[src/rtl/lookupflow_req_pkg.sv]
// lookupflow_req shared definitions
// FSM encoding, GMII framing bytes, header geometry
package lookupflow_req_pkg;

  typedef enum logic [2:0] {
    IDLE,
    PREAMBLE,
    HDR,
    LOOKUP,
    DRAIN
  } state_t;

  localparam logic [7:0] PRE_BYTE = 8'h55;
  localparam logic [7:0] SFD_BYTE = 8'hD5;

  localparam int HDR_LEN = 12;
  localparam int TUPLE_W = 8 * HDR_LEN;

  localparam logic [3:0] HDR_LAST = 4'(HDR_LEN - 1);

  function automatic logic [3:0] port_bit(
    input logic [3:0] p
  );
    return 4'b1 << p;
  endfunction

endpackage

[src/rtl/lookupflow_req_hdr.sv]
// lookupflow_req header capture
// Preamble/SFD byte detect and 12-byte {dst,src} shift
module lookupflow_req_hdr
  import lookupflow_req_pkg::*;
(
  input  logic               sys_clk,
  input  logic               sys_rst_n,
  input  logic               gmii_rx_dv,
  input  logic [7:0]         gmii_rxd,
  input  state_t             state,
  output logic               is_pre,
  output logic               is_sfd,
  output logic               hdr_done,
  output logic [TUPLE_W-1:0] tuple
);

  logic [3:0] cnt;
  logic       cap;

  assign cap      = (state == HDR) && gmii_rx_dv;
  assign is_pre   = (gmii_rxd == PRE_BYTE);
  assign is_sfd   = (gmii_rxd == SFD_BYTE);
  assign hdr_done = cap && (cnt == HDR_LAST);

  // header byte index; idle at zero outside capture
  always_ff @(posedge sys_clk or negedge sys_rst_n) begin
    if (!sys_rst_n) begin
      cnt <= '0;
    end else if (cap && !hdr_done) begin
      cnt <= cnt + 4'd1;
    end else begin
      cnt <= '0;
    end
  end

  // shift in header bytes; byte 0 reaches the top octet
  always_ff @(posedge sys_clk or negedge sys_rst_n) begin
    if (!sys_rst_n) begin
      tuple <= '0;
    end else if (cap) begin
      tuple <= {tuple[TUPLE_W-9:0], gmii_rxd};
    end
  end

endmodule

[src/rtl/lookupflow_req.sv]
// lookupflow_req: frame header -> flow-table lookup
// Optional stats ports under LOOKUPFLOW_REQ_STATS_EN
module lookupflow_req
  import lookupflow_req_pkg::*;
#(
  parameter logic [3:0] PORT_NUM  = 4'h0,
  parameter logic [3:0] BROADCAST = ~(4'b1 << PORT_NUM),
  parameter int         TIMEOUT   = 16
) (
  input  logic         sys_clk,
  input  logic         sys_rst_n,
  input  logic         gmii_rx_dv,
  input  logic [7:0]   gmii_rxd,
  output logic         req,
  output logic [95:0]  tuple,
  input  logic         ack,
  input  logic [3:0]   fwd_port,
`ifdef LOOKUPFLOW_REQ_STATS_EN
  output logic [15:0]  lookup_cnt,
  output logic [15:0]  timeout_cnt,
`endif
  output logic [3:0]   dst_port,
  output logic         dst_valid,
  output logic         dst_timeout
);

  localparam logic [3:0] SELF    = port_bit(PORT_NUM);
  localparam logic [7:0] TO_LAST = 8'(TIMEOUT - 1);

  state_t     state;
  logic [7:0] to_cnt;
  logic       is_pre;
  logic       is_sfd;
  logic       hdr_done;
  logic       ack_hit;
  logic       to_hit;

  lookupflow_req_hdr u_hdr (
    .sys_clk    (sys_clk),
    .sys_rst_n  (sys_rst_n),
    .gmii_rx_dv (gmii_rx_dv),
    .gmii_rxd   (gmii_rxd),
    .state      (state),
    .is_pre     (is_pre),
    .is_sfd     (is_sfd),
    .hdr_done   (hdr_done),
    .tuple      (tuple)
  );

  // ack has priority over an expiring timeout
  assign ack_hit = (state == LOOKUP) && ack;
  assign to_hit  = (state == LOOKUP) && !ack
                && (to_cnt == TO_LAST);

  // framing FSM, lookup handshake and result registers
  always_ff @(posedge sys_clk or negedge sys_rst_n) begin
    if (!sys_rst_n) begin
      state       <= IDLE;
      req         <= 1'b0;
      to_cnt      <= '0;
      dst_port    <= '0;
      dst_valid   <= 1'b0;
      dst_timeout <= 1'b0;
    end else begin
      dst_valid   <= 1'b0;
      dst_timeout <= 1'b0;
      unique case (state)
        IDLE: begin
          if (gmii_rx_dv) begin
            state <= is_pre ? PREAMBLE : DRAIN;
          end
        end
        PREAMBLE: begin
          unique case (1'b1)
            !gmii_rx_dv: state <= IDLE;
            is_sfd:      state <= HDR;
            is_pre:      state <= PREAMBLE;
            default:     state <= DRAIN;
          endcase
        end
        HDR: begin
          if (!gmii_rx_dv) begin
            state <= IDLE;
          end else if (hdr_done) begin
            state  <= LOOKUP;
            req    <= 1'b1;
            to_cnt <= '0;
          end
        end
        LOOKUP: begin
          unique case (1'b1)
            ack_hit: begin
              req       <= 1'b0;
              dst_port  <= fwd_port & ~SELF;
              dst_valid <= 1'b1;
              state     <= gmii_rx_dv ? DRAIN : IDLE;
            end
            to_hit: begin
              req         <= 1'b0;
              dst_port    <= BROADCAST;
              dst_valid   <= 1'b1;
              dst_timeout <= 1'b1;
              state       <= gmii_rx_dv ? DRAIN : IDLE;
            end
            default: to_cnt <= to_cnt + 8'd1;
          endcase
        end
        DRAIN: begin
          if (!gmii_rx_dv) begin
            state <= IDLE;
          end
        end
        default: state <= IDLE;
      endcase
    end
  end

`ifdef LOOKUPFLOW_REQ_STATS_EN
  // lookup and timeout event counters, free-running wrap
  always_ff @(posedge sys_clk or negedge sys_rst_n) begin
    if (!sys_rst_n) begin
      lookup_cnt  <= '0;
      timeout_cnt <= '0;
    end else begin
      if (ack_hit) begin
        lookup_cnt <= lookup_cnt + 16'd1;
      end
      if (to_hit) begin
        timeout_cnt <= timeout_cnt + 16'd1;
      end
    end
  end
`endif

endmodule

[config.mk]
export PLATFORM = sky130hd
export DESIGN_NAME = lookupflow_req
export DESIGN_NICKNAME = d
export VERILOG_FILES = /design/src/rtl/lookupflow_req_pkg.sv /design/src/rtl/lookupflow_req_hdr.sv /design/src/rtl/lookupflow_req.sv
export SDC_FILE = /design/constraint.sdc
export NUM_CORES = 1
export LEC_CHECK = 0
export ABC_AREA = 1
export CORE_UTILIZATION = 53
export DETAILED_ROUTE_END_ITERATION = 8
export PLACE_DENSITY = 0.83
export SYNTH_ARGS = -nofsm -noshare
export SYNTH_HDL_FRONTEND = slang
export SYNTH_SLANG_ARGS = --single-unit
[constraint.sdc]
create_clock -name sys_clk -period 2.1 [get_ports sys_clk]
set_input_delay 0.21 -clock sys_clk [delete_from_list [all_inputs] [get_ports sys_clk]]
set_output_delay 0.21 -clock sys_clk [all_outputs]
set_load 0.05 [all_outputs]
======== Word-level counts from Yosys, hierarchy flattened ========
Index checks and enable logic that the tools add are counted.
word-level totals
  word-level logic and storage cells ...... 65
  register bits ........................... 118
operators by class
  $add $sub $neg .......................... 2
  equality and inequality tests ........... 15
  reductions and logical operators ........ 17
  muxes and demuxes ....................... 23
operators by type and width
  operator                                              number
  2-to-1 mux 8 bit                                      3
  2-to-1 mux 3 bit                                      7
  one-hot mux 8 bit (2 select lines)                    1
  one-hot mux 3 bit (5 select lines)                    1
  AND reduction 4 bit                                   3
  != test 2 bit (second input constant)                 5
  one-hot mux 3 bit (3 select lines)                    1
  adder 8 x 1 -> 8 bit (second input constant)          1
  equality test 8 x 4 -> 1 bit (second input constant)  1
  equality test 8 x 7 -> 1 bit (second input constant)  1
  equality test 8 bit (second input constant)           1
  one-hot mux 4 bit (2 select lines)                    1
  2-to-1 mux 1 bit                                      7
  equality test 3 x 2 -> 1 bit (second input constant)  2
  logical AND 1 bit                                     6
  adder 4 x 1 -> 4 bit (second input constant)          1
  equality test 4 bit (second input constant)           1
  2-to-1 mux 4 bit                                      1
  nonzero test 2 bit                                    2
  equality test 3 x 1 -> 1 bit (second input constant)  1
  equality test 3 bit (second input constant)           1
  zero test 1 bit                                       3
  zero test 3 bit                                       1
  != test 3 x 2 -> 1 bit (second input constant)        1
  4 further kinds                                       4

======== Logic depth before layout (Yosys ltp) ========
Gate-level depths: netlist of run 1.
  word-level depth ........................ 6
  gate-level depth with buffers ........... 9

======== Cells and area by module ========
From an unflattened synthesis of run 1, not the netlist that was laid out.
unflattened totals
  cell total of the unflattened synthesis .. 571
  area total of the unflattened synthesis .. 5,032.3 um2
modules (own cells, without submodules)
  module              times used  area each (um2)  cells an instance
  lookupflow_req_hdr  1           4,041.4          444
  lookupflow_req      1           991.0            127

======== Worst setup path before layout of run 1 ========
No wires, ideal clock.
  kind .................................... register to register
  start ................................... register to_cnt[0]
  end ..................................... register to_cnt[1]
  stages on the path, launching flop included .. 10
  data required time ...................... 1.983 ns
  clock period less this slack ............ 1.367 ns
  data arrival time ....................... 1.250 ns
  buffers on the path ..................... 1
  library setup time ...................... 0.117 ns
  path slack .............................. 0.733 ns
  cells stage by stage .................... dfrtp_1 > ha_1 > nand2_1 > nor2_1 > nand3_1 > nand3_1 > nand2_2 > buf_6 > nand3_1 > nand2_1
on the way
  longest elaborated chain between the ends .. 5
  elaborated cells between the ends (all ways) .. 8
  classes of those cells .................. add/sub (1); eq/ne (2); mux (2); reduce/logical (3)
ends and longest elaborated chain
  item                                                                          line                   RTL
  start: declaration                                                            lookupflow_req.sv:31   logic [7:0] to_cnt;
  start signal: assignment                                                      lookupflow_req.sv:105  default: to_cnt <= to_cnt + 8'd1;
  parallel branches: the longest is 5 deep, another holds adder 8 x 1 -> 8 bit  --
Parallel ways; which one is timed is not known. The select of a mux whose other input is x is not followed.
A chain may end at the register's enable or synchronous reset.

======== Final worst setup path of run 1 ========
  start ................................... register u_hdr.tuple[19]
  end ..................................... output tuple[19]
RTL lines
  item                      line                      RTL
  start: declaration        lookupflow_req_hdr.sv:14  output logic [TUPLE_W-1:0] tuple
  start signal: assignment  lookupflow_req_hdr.sv:41  tuple <= {tuple[TUPLE_W-9:0], gmii_rxd};
  end: declaration          lookupflow_req.sv:15      output logic [95:0] tuple,
No word-level cell between the ends.

==> results by stage, run 1 <==
Route:
- Using the TritonRoute via totals, the vias-per-cell ratio works out to 5.14.
- Across all layers, the routed design uses 3333 vias.
- After the first detailed-routing iteration, the DRC count stood at 137.
- The total length of routed wires is 10500 um.
- The number of DRC violations after detailed routing is 10.
- The wire length per cell is 16.3 um.
- The first-pass detailed-route iteration total is 9.
- In this run the remaining antenna-violating nets after routing total 0.

Worst setup path:
- The first element of the critical path is u_hdr.tuple[19].
- In this run the critical register-to-register path is captured at to_cnt[5].
- The worst register-to-register path has a setup slack of 0.33 ns.
- Along the worst path, the maximum fanout reaches 3.
- The type of element launching the critical path is a flip-flop.
- In this run the number of cells on the critical path is 1.
- The number of cells on the worst reg-to-reg path is 8.
- Data on the critical path arrives at its endpoint at 1.75 ns.
- The slowest cell on the critical path is sky130_fd_sc_hd__clkdlybuf4s50_1.
- Data on the critical path is required at its endpoint by 1.89 ns.
- By startpoint and endpoint, the worst setup path is classified as flip-flop to output pin.
- For this run, the slowest stage of the critical path takes 0.84 ns.
- In this run the worst setup path terminates at tuple[19].
- The worst reg2reg path startpoint is state[2].
- The critical path endpoint category is an output pin.
- Traced cell by cell, the critical path runs through clkdlybuf4s50_1.
- The number of buffers and inverters on the critical path is 1.
- Broken down by cell family, the worst path's largest delay share belongs to buffers and inverters.

CTS:
- Clock latency on the worst-skew pair, taken at its later pin, is 0.51 ns.
- Clock tree synthesis selected as its root buffer the cell sky130_fd_sc_hd__clkbuf_8.
- The clock passes through at most 2 buffers.
- Counting every sink on the clock net gives 117.
- The number of gates resized after CTS is 0.
- TritonCTS built the clock tree.
- The H-tree generated during clock tree synthesis spans 4 levels.
- The number of buffers inserted during clock tree synthesis is 17.
- Clock-pin slew was measured on the worst setup and hold paths at 0.06 ns.

Power and ir drop:
- In this run the power density over the cells is 797 mW/mm2.
- The internal power summed over all cells is 4.19 mW.
- The worst-case IR drop observed on VDD is 0.605 mV.
- The clock network accounts for 53.7% of the total power.
- The switching portion of total power is 22.5%.
- The leakage dissipation is 3.45 nW.
- The post-route total power is 5.41 mW.
- The part of the total power dissipated in sequential elements is 42.3%.
- The share of total power in combinational logic is 4.0%.
- The analysis attributes to net switching a power of 1.22 mW.

Placement:
- Routability-driven placement finished with a final weighted congestion of 0.796.
- At the placement stage, the worst setup path has a slack of 0.159 ns.
- In this run the tool buffered the top-level ports with 116 buffer cells.
- The HPWL after detailed placement is 6680 um.

Global routing:
- The aggregate global routing overflow is 0.
- The total routing usage reported by global routing is 23.3%.
- The number of antenna violations at the first check in global routing was 0.
- The number of global-route vias before repair is 3404.
- The first global-routing pass estimated 17300 um of wire.
- The maximum number of pins on one net before global-route repair is 68.

Yosys:
- The synthesized design contains 117 register bits.
- The number of standard cells after synthesis is 401.
- For this run, the register share of the synthesized area comes to 59.7%.
- The synthesized area per cell is 12.2 um2.
- After synthesis, the netlist uses 26 different library cells.
- The warning count from the yosys run is 0.
- The mapped netlist covers 0.00491 mm2.
- The number of nets in the synthesized netlist is 419.

STA:
- Setup repair after global routing left no endpoint under its margin.
- The smallest clock period supported by the final layout is computed as 1.96 ns.
- Setup violations remaining at the end of the flow were counted as 0.
- The final critical-path setup slack is 0.136 ns.
- The worst slack on hold paths is 0.217 ns.
- The count of final max-slew check failures is 0.
- The clock skew after layout is 0.00630 ns.
- After routing, the total negative slack on setup checks comes to 0 ns.
- Headroom to the max-slew limit came out at 63.0%.
- The number of endpoints with negative hold slack in the final report was 0.
- The fmax is 509 MHz.
- The post-route fraction of the period consumed by the critical path is 93.5%.
- For the pin with the worst max-slew slack, the measured transition is 0.554 ns.

Job:
- The max capacitance violation total is 0.

Worst hold path:
- In this run the worst hold path is classified as primary input to async pin.

Floorplan:
- The number of placement rows is 34.
- The floorplan step set the die width to 98.2 um.
- The area of the die is 0.00965 mm2.
- The starting utilization of the core area is 55.4%.
- The core region is 0.00885 mm2.
- The die is 98.2 um tall.
- During I/O placement, the number of pins put on the boundary was 119.

Final layout:
- 0 antenna diodes ended up in the layout.
- In the final layout, the share of cells above drive strength 1 is 22.8%.
- The filler cells instantiated in the layout total 550.
- Relative to the synthesized area, the layout overhead comes to 38.4%.
- The final layout contains 545 nets.

Run status:
- The run finished, with violations left.
- The checks that failed: DRC.
layer usage:
metal | up-vias | track usage [%] | part of all wire, %
met5 | - | 0 | 0
met1 | 1639 | 29.4 | 43
met4 | 0 | 7.81 | 1.1
li1 | 1568 | - | -
met2 | 116 | 38.9 | 50
met3 | 10 | 6.59 | 5.5
layout by cell type, fill, tap and decap left out, types with 4 or more instances in the layout:
cell type                         instances
sky130_fd_sc_hd__clkinv_4                 4
sky130_fd_sc_hd__clkinvlp_4               4
sky130_fd_sc_hd__clkdlybuf4s50_1        115
sky130_fd_sc_hd__a21oi_1                 11
sky130_fd_sc_hd__xor2_1                   6
sky130_fd_sc_hd__nand3_1                 20
sky130_fd_sc_hd__o21ai_0                 14
sky130_fd_sc_hd__inv_2                    5
sky130_fd_sc_hd__dfrtp_1                117
sky130_fd_sc_hd__nand2_1                 62
sky130_fd_sc_hd__nor2_1                  33
sky130_fd_sc_hd__mux2_2                  31
sky130_fd_sc_hd__clkbuf_16               16
sky130_fd_sc_hd__mux2_4                  42
sky130_fd_sc_hd__inv_1                   27
how the worst min path moves through the flow:
stage	startpoint	slack, ns	cells past startpoint	end
after floorplan	sys_rst_n	-0.09	0	dst_port[1]
after detailed placement	sys_rst_n	0.22	1	u_hdr.tuple[94]
after global routing	sys_rst_n	0.23	2	u_hdr.tuple[94]
after CTS	sys_rst_n	0.22	2	u_hdr.tuple[94]
final	sys_rst_n	0.22	2	u_hdr.tuple[86]
after global placement	sys_rst_n	0.21	1	u_hdr.tuple[94]
cell type report:
| class | count | area [um2] | share of cell area (%) |
|---|---|---|---|
| Multi-Input combinational cell | 237 | 1760 | 25.9 |
| Timing Repair Buffer | 122 | 1240 | 18.3 |
| Tap cell | 108 | 135 | 1.99 |
| Clock inverter | 14 | 178 | 2.62 |
| Inverter | 32 | 120 | 1.77 |
| Clock buffer | 18 | 428 | 6.30 |
| Sequential cell | 117 | 2930 | 43.1 |
synth_stat cells:
master                       n  area share, %
sky130_fd_sc_hd__conb_1      1          0.076
sky130_fd_sc_hd__clkbuf_1    4           0.31
sky130_fd_sc_hd__o21ai_0    14            1.4
sky130_fd_sc_hd__ha_1        2           0.51
sky130_fd_sc_hd__o21ai_1     3           0.31
sky130_fd_sc_hd__nor3b_1     1           0.15
sky130_fd_sc_hd__a21oi_1    11            1.1
sky130_fd_sc_hd__nand2_1    62            4.7
sky130_fd_sc_hd__or2_1       1           0.13
sky130_fd_sc_hd__mux2_2     31            7.1
sky130_fd_sc_hd__buf_2       3           0.31
sky130_fd_sc_hd__nor3_1      2           0.20
sky130_fd_sc_hd__buf_6       7            1.6
sky130_fd_sc_hd__nor2_4      2           0.46
sky130_fd_sc_hd__dfrtp_1   117             60
sky130_fd_sc_hd__and3_1      1           0.13
sky130_fd_sc_hd__nor2_1     33            2.5
sky130_fd_sc_hd__xor2_1      6            1.1
sky130_fd_sc_hd__mux2_4     42             13
sky130_fd_sc_hd__nor2_2      1           0.13
sky130_fd_sc_hd__or2_2       2           0.25
sky130_fd_sc_hd__nand2_2     2           0.25
sky130_fd_sc_hd__inv_1      27            2.1
sky130_fd_sc_hd__nand3_1    20            2.0
sky130_fd_sc_hd__inv_2       5           0.38
sky130_fd_sc_hd__buf_4       1           0.15
flip-flops by register name (all words and copies together) (netlist names):
signal,flops
to_cnt,8
u_hdr.cnt,4
state,3
req,1
dst_timeout,1
dst_valid,1
u_hdr.tuple,96
dst_port,3
per-stage QoR:
stage / cells / cell area, um2 / utilization [%]
4_1_cts: 648 / 6790 / 76.7
3_5_place_dp: 615 / 6170 / 69.8
3_3_place_gp: 615 / 6170 / 69.8
2_1_floorplan: 401 / 4910 / -
6_report: 648 / 6790 / 76.7
5_1_grt: 648 / 6790 / 76.7
power groups by stage:
stage / combinational (mW) / clock (mW) / sequential (mW)
after global placement: 0.197 / 0 / 2.32
after detailed placement: 0.206 / 0 / 2.33
after global routing: 0.239 / 3.05 / 2.29
after CTS: 0.219 / 2.93 / 2.29
final: 0.218 / 2.91 / 2.29
after floorplan: 0.0759 / 0 / 2.34
timing repair:
item / in CTS / in global routing
setup buffers: 0 / 0
hold endpoints to repair: 37 / 0
hold buffers: 1 / 0
kinds of logic (layout without fill, tap and decap cells):
| kind of cell | Yosys count | in the layout | synth area share [%] |
|---|---|---|---|
| adder cells (fa/ha/maj) | 2 | 2 | 0.510 |
| flip-flops | 117 | 117 | 59.7 |
| AND/OR/NAND/NOR | 127 | 127 | 11.0 |
| AO/OA/AOI/OAI | 28 | 28 | 2.86 |
| other | 1 | 1 | 0.0764 |
| buffers and inverters | 47 | 186 | 4.82 |
| multiplexers | 73 | 73 | 20.0 |
| XOR/XNOR | 6 | 6 | 1.07 |
Note: power is estimated with default switching activity, not from simulation.
==> run 2: changes to the inputs <==
--- a/config.mk
+++ b/config.mk
@@ -9,6 +9,7 @@
 export CORE_UTILIZATION = 53
 export DETAILED_ROUTE_END_ITERATION = 8
 export PLACE_DENSITY = 0.83
+export SLEW_MARGIN = 20
 export SYNTH_ARGS = -nofsm -noshare
 export SYNTH_HDL_FRONTEND = slang
 export SYNTH_SLANG_ARGS = --single-unit
==> results of run 2 <==
Same layout as run 1: the final DEF is identical, and so are final timing and power.
==> run 3: changes to the inputs <==
--- a/config.mk
+++ b/config.mk
@@ -6,9 +6,9 @@
 export NUM_CORES = 1
 export LEC_CHECK = 0
 export ABC_AREA = 1
-export CORE_UTILIZATION = 53
+export CORE_UTILIZATION = 45
 export DETAILED_ROUTE_END_ITERATION = 8
-export PLACE_DENSITY = 0.83
+export PLACE_DENSITY = 0.75
 export SLEW_MARGIN = 20
 export SYNTH_ARGS = -nofsm -noshare
 export SYNTH_HDL_FRONTEND = slang
==> constraint.sdc (replaced) <==
create_clock -name sys_clk -period 1.71 [get_ports sys_clk]
set_input_delay 0.171 -clock sys_clk [delete_from_list [all_inputs] [get_ports sys_clk]]
set_output_delay 0.171 -clock sys_clk [all_outputs]
set_load 0.05 [all_outputs]
==> results by stage, run 3 (synthesis gave the netlist of run 1 again) <==
STA:
- The final setup TNS is 0 ns (unchanged).
- Setup repair after global routing left no endpoint under its margin.
- The post-route fraction of the period consumed by the critical path is 95.1%.
- The tightest slew margin relative to the limit is 65.3% (+2.3 points).
- Static timing analysis puts the maximum clock frequency at 615 MHz.
- The clock skew after layout came to 0.00719 ns (+0.000888 ns).
- The measured slew at the worst slew-check pin is 0.523 ns (-0.0307 ns).
- The clock period minus final worst setup slack is 1.63 ns.
- The count of final max-slew check failures is 0 (unchanged).
- The final-report setup violation count is 0 (unchanged).
- The number of endpoints with negative hold slack in the final report is 0 (unchanged).

Final layout:
- The net count reported at finish came to 554 (+1.7%).
- The diode insertion count for antenna repair came to 0 (unchanged).
- The final core utilization came to 64.5% (-12 points).
- In the layout the commonest cells are 117 x sky130_fd_sc_hd__dfrtp_1, 73 x sky130_fd_sc_hd__dlygate4sd2_1, 62 x sky130_fd_sc_hd__nand2_1.
- The flip-flop count of the largest register, all copies and words added is 96 (unchanged).
- The fraction of final layout cells sized beyond drive strength 1 is 29.7% (+6.9 points).
- The final instance count without filler cells is 685 (+5.7%).
- The largest registers in the layout are u_hdr.tuple x96, to_cnt x8, u_hdr.cnt x4.
- The library cell used most frequently in the layout, excluding fill and tap cells, is sky130_fd_sc_hd__dfrtp_1.
- The signed area change from the synthesized netlist to the final layout is 37.5%.
- Ranked by flip-flop count, first place goes to u_hdr.tuple.
- The number of fill cells was 845 (+54%).

CTS:
- The number of clock sinks is 117 (unchanged).
- The clock latency reported for the late side of the worst-skew pair came to 0.52 ns (about the same).
- The level count of the clock H-tree was 4 (unchanged).
- The clock tree buffer depth is 2 (unchanged).
- The cell at the root of the clock tree is sky130_fd_sc_hd__clkbuf_8.
- The clock tree from TritonCTS is yes.
- The number of buffers inserted during clock tree synthesis is 17 (unchanged).
- The number of buffers inserted to repair setup after CTS is 0 (unchanged).
- The register clock-pin slew on the reported worst setup and hold paths came to 0.06 ns (about the same).

Route:
- The total length of routed wires is 9920 um (-5.9%).
- The number of DRC violations after detailed routing is 0 (-10).
- The residual antenna-violating net count after detailed routing is 0 (unchanged).
- The wire length per cell is 14.5 um (-11%).
- The vias after detailed routing is 3299 (-1.0%).
- The iteration-0 DRC count of the detailed router came to 115 (-16%).
- The first-pass detailed-route iteration total is 5 (-4).
- The routed via count divided by cell count is 4.82 (-6.4%).

Worst setup path:
- The type of element launching the critical path is a flip-flop.
- The worst reg2reg path startpoint is to_cnt[1].
- The length in cells of the worst reg-to-reg path is 9 (+1).
- The critical path endpoint category is an output pin.
- Walking the worst path, the cells encountered are dlygate4sd2_1.
- The critical path is of the flip-flop to output pin type.
- The capture point of the worst reg-to-reg path is to_cnt[3].
- The top fanout value on the critical path is 3 (unchanged).
- The number of gates on the worst path with buffers counted is 1 (unchanged).
- The register-to-register setup slack is 0.13 ns (-0.20 ns).
- The data arrival time of the critical path came to 1.45 ns (-0.30 ns).
- The kind of cell with the highest combined delay along the critical path is buffers and inverters.
- The first element of the critical path is u_hdr.tuple[28].
- The slowest cell on the critical path is sky130_fd_sc_hd__dlygate4sd2_1.
- The maximum single-stage delay on the critical path is 0.56 ns (-0.28 ns).
- The termination of the worst setup path is tuple[28].
- The worst path required time came to 1.54 ns (-0.35 ns).
- The total buffers and inverters traversed by the critical path is 1 (unchanged).

Power and ir drop:
- The internal power summed over all cells is 5.16 mW (+23%).
- The net load switching power came to 1.46 mW (+20%).
- The clock network power share was 53.5% (-0.2 points).
- The leakage dissipation came to 3.87 nW (+12%).
- The switching portion of total power is 22.1% (-0.47 points).
- The share of total power in combinational logic was 4.0% (about the same).
- The maximum ir drop on the vdd rail is 0.499 mV (-18%).
- The total power divided by cell area is 981 mW/mm2 (+23%).
- The part of the total power dissipated in sequential elements is 42.4% (about the same).

Floorplan:
- The core region area is 0.0105 mm2 (+18%).
- The die extent in x was 106 um (+8.4%).
- The starting utilization of the core area was 46.9% (-8.6 points).
- The area of the die is 0.0113 mm2 (+17%).
- The number of placement rows is 37 (+8.8%).
- The I/O pin total was 119 (unchanged).
- The die height is 106 um (+8.4%).

Global routing:
- The met3 track utilization from global routing is 6.50% (-0.086 points).
- The number of antenna violations at the first check in global routing is 0 (unchanged).
- The maximum number of pins on one net before global-route repair is 57 (-16%).
- The wire length of the first global-routing pass was 16400 um (-5.1%).
- The aggregate global routing overflow is 0 (unchanged).
- The total routing usage reported by global routing was 19.0% (-4.3 points).
- The number of global-route vias before repair is 3264 (-4.1%).
- The global routing's busiest layer is met2.
- The global routing usage on met1 is 24.8% (-4.6 points).
- The met2 routing resource usage after global routing is 29.6% (-9.3 points).

Placement:
- The weighted congestion at the end of routability-driven global placement is 0.805 (+1.2%).
- The number of buffers added on ports is 116 (unchanged).
- The number of placed instances with taps included is 652 (+6.0%).
- The HPWL after detailed placement is 6900 um (+3.3%).

Job:
- The max capacitance violation total came to 0 (unchanged).

Worst hold path:
- In this run the worst hold path is classified as primary input to async pin.

Run status:
- The run finished with clean final reports.
[run 3: cell types whose count changed in the layout (fill, tap and decap cells not counted), sizes merged]
cell	before	now
clkinvlp	4	3
clkdlybuf4s50	115	13
buf	6	44
dlygate4sd2	0	73
clkinv	5	6
[run 3: power by group through the flow]
stage                     sequential [mW]  clock (mW)  combinational, mW
final                                2.81        3.54              0.267
after global routing                 2.81        3.77              0.305
after CTS                            2.81        3.62              0.265
after detailed placement             2.86           0              0.266
after global placement               2.86           0              0.258
after floorplan                      2.88           0             0.0932
[run 3: through the flow]
| stage | total power, mW | hold slack, ns | worst slack, ns | instance area [um2] |
|---|---|---|---|---|
| floorplan | 2.97 | -0.125 | 0.343 | 4910 |
| global placement | 3.11 | 0.0766 | 0.0478 | 6210 |
| detailed placement | 3.12 | 0.0837 | 0.0340 | 6210 |
| CTS | 6.69 | 0.0701 | 0.0575 | 6740 |
| global route | 6.89 | 0.0965 | 0.0117 | 6740 |
| finish | 6.62 | 0.0883 | 0.0841 | 6740 |
[run 3: how the worst min path moves through the flow]
stage,from,to,slack (ns),depth (start not counted)
2_1_floorplan,sys_rst_n,dst_port[1],-0.12,0
3_3_place_gp,sys_rst_n,u_hdr.tuple[92],0.08,1
3_5_place_dp,sys_rst_n,u_hdr.tuple[84],0.08,1
4_1_cts,sys_rst_n,u_hdr.tuple[73],0.07,2
5_1_grt,sys_rst_n,u_hdr.tuple[73],0.1,2
6_report,sys_rst_n,u_hdr.tuple[73],0.09,2
[run 3: cell type report]
class                   instances  area, um2  area share, %
clock buffers                  18        428           6.35
clock inverters                14        178           2.63
inverters                      32        120           1.78
multi-input cells             237       1760           26.1
flip-flops and latches        117       2930           43.4
well taps                     136        170           2.52
repair buffers                131       1160           17.2
[run 3: what timing repair did]
action	in CTS	in global routing
pin swaps	0	0
endpoints found under the setup margin	73	3
hold buffers	1	0
gates resized for setup	73	2
hold endpoints to repair	117	0
[run 3: layer usage]
layer / wire, um / vias to the layer above / part of all wire [%]
li1: - / 1591 / -
met1: 4540 / 1587 / 46
met2: 4690 / 111 / 47
met3: 610 / 10 / 6.2
met4: 86 / 0 / 0.87
met5: 0 / - / 0
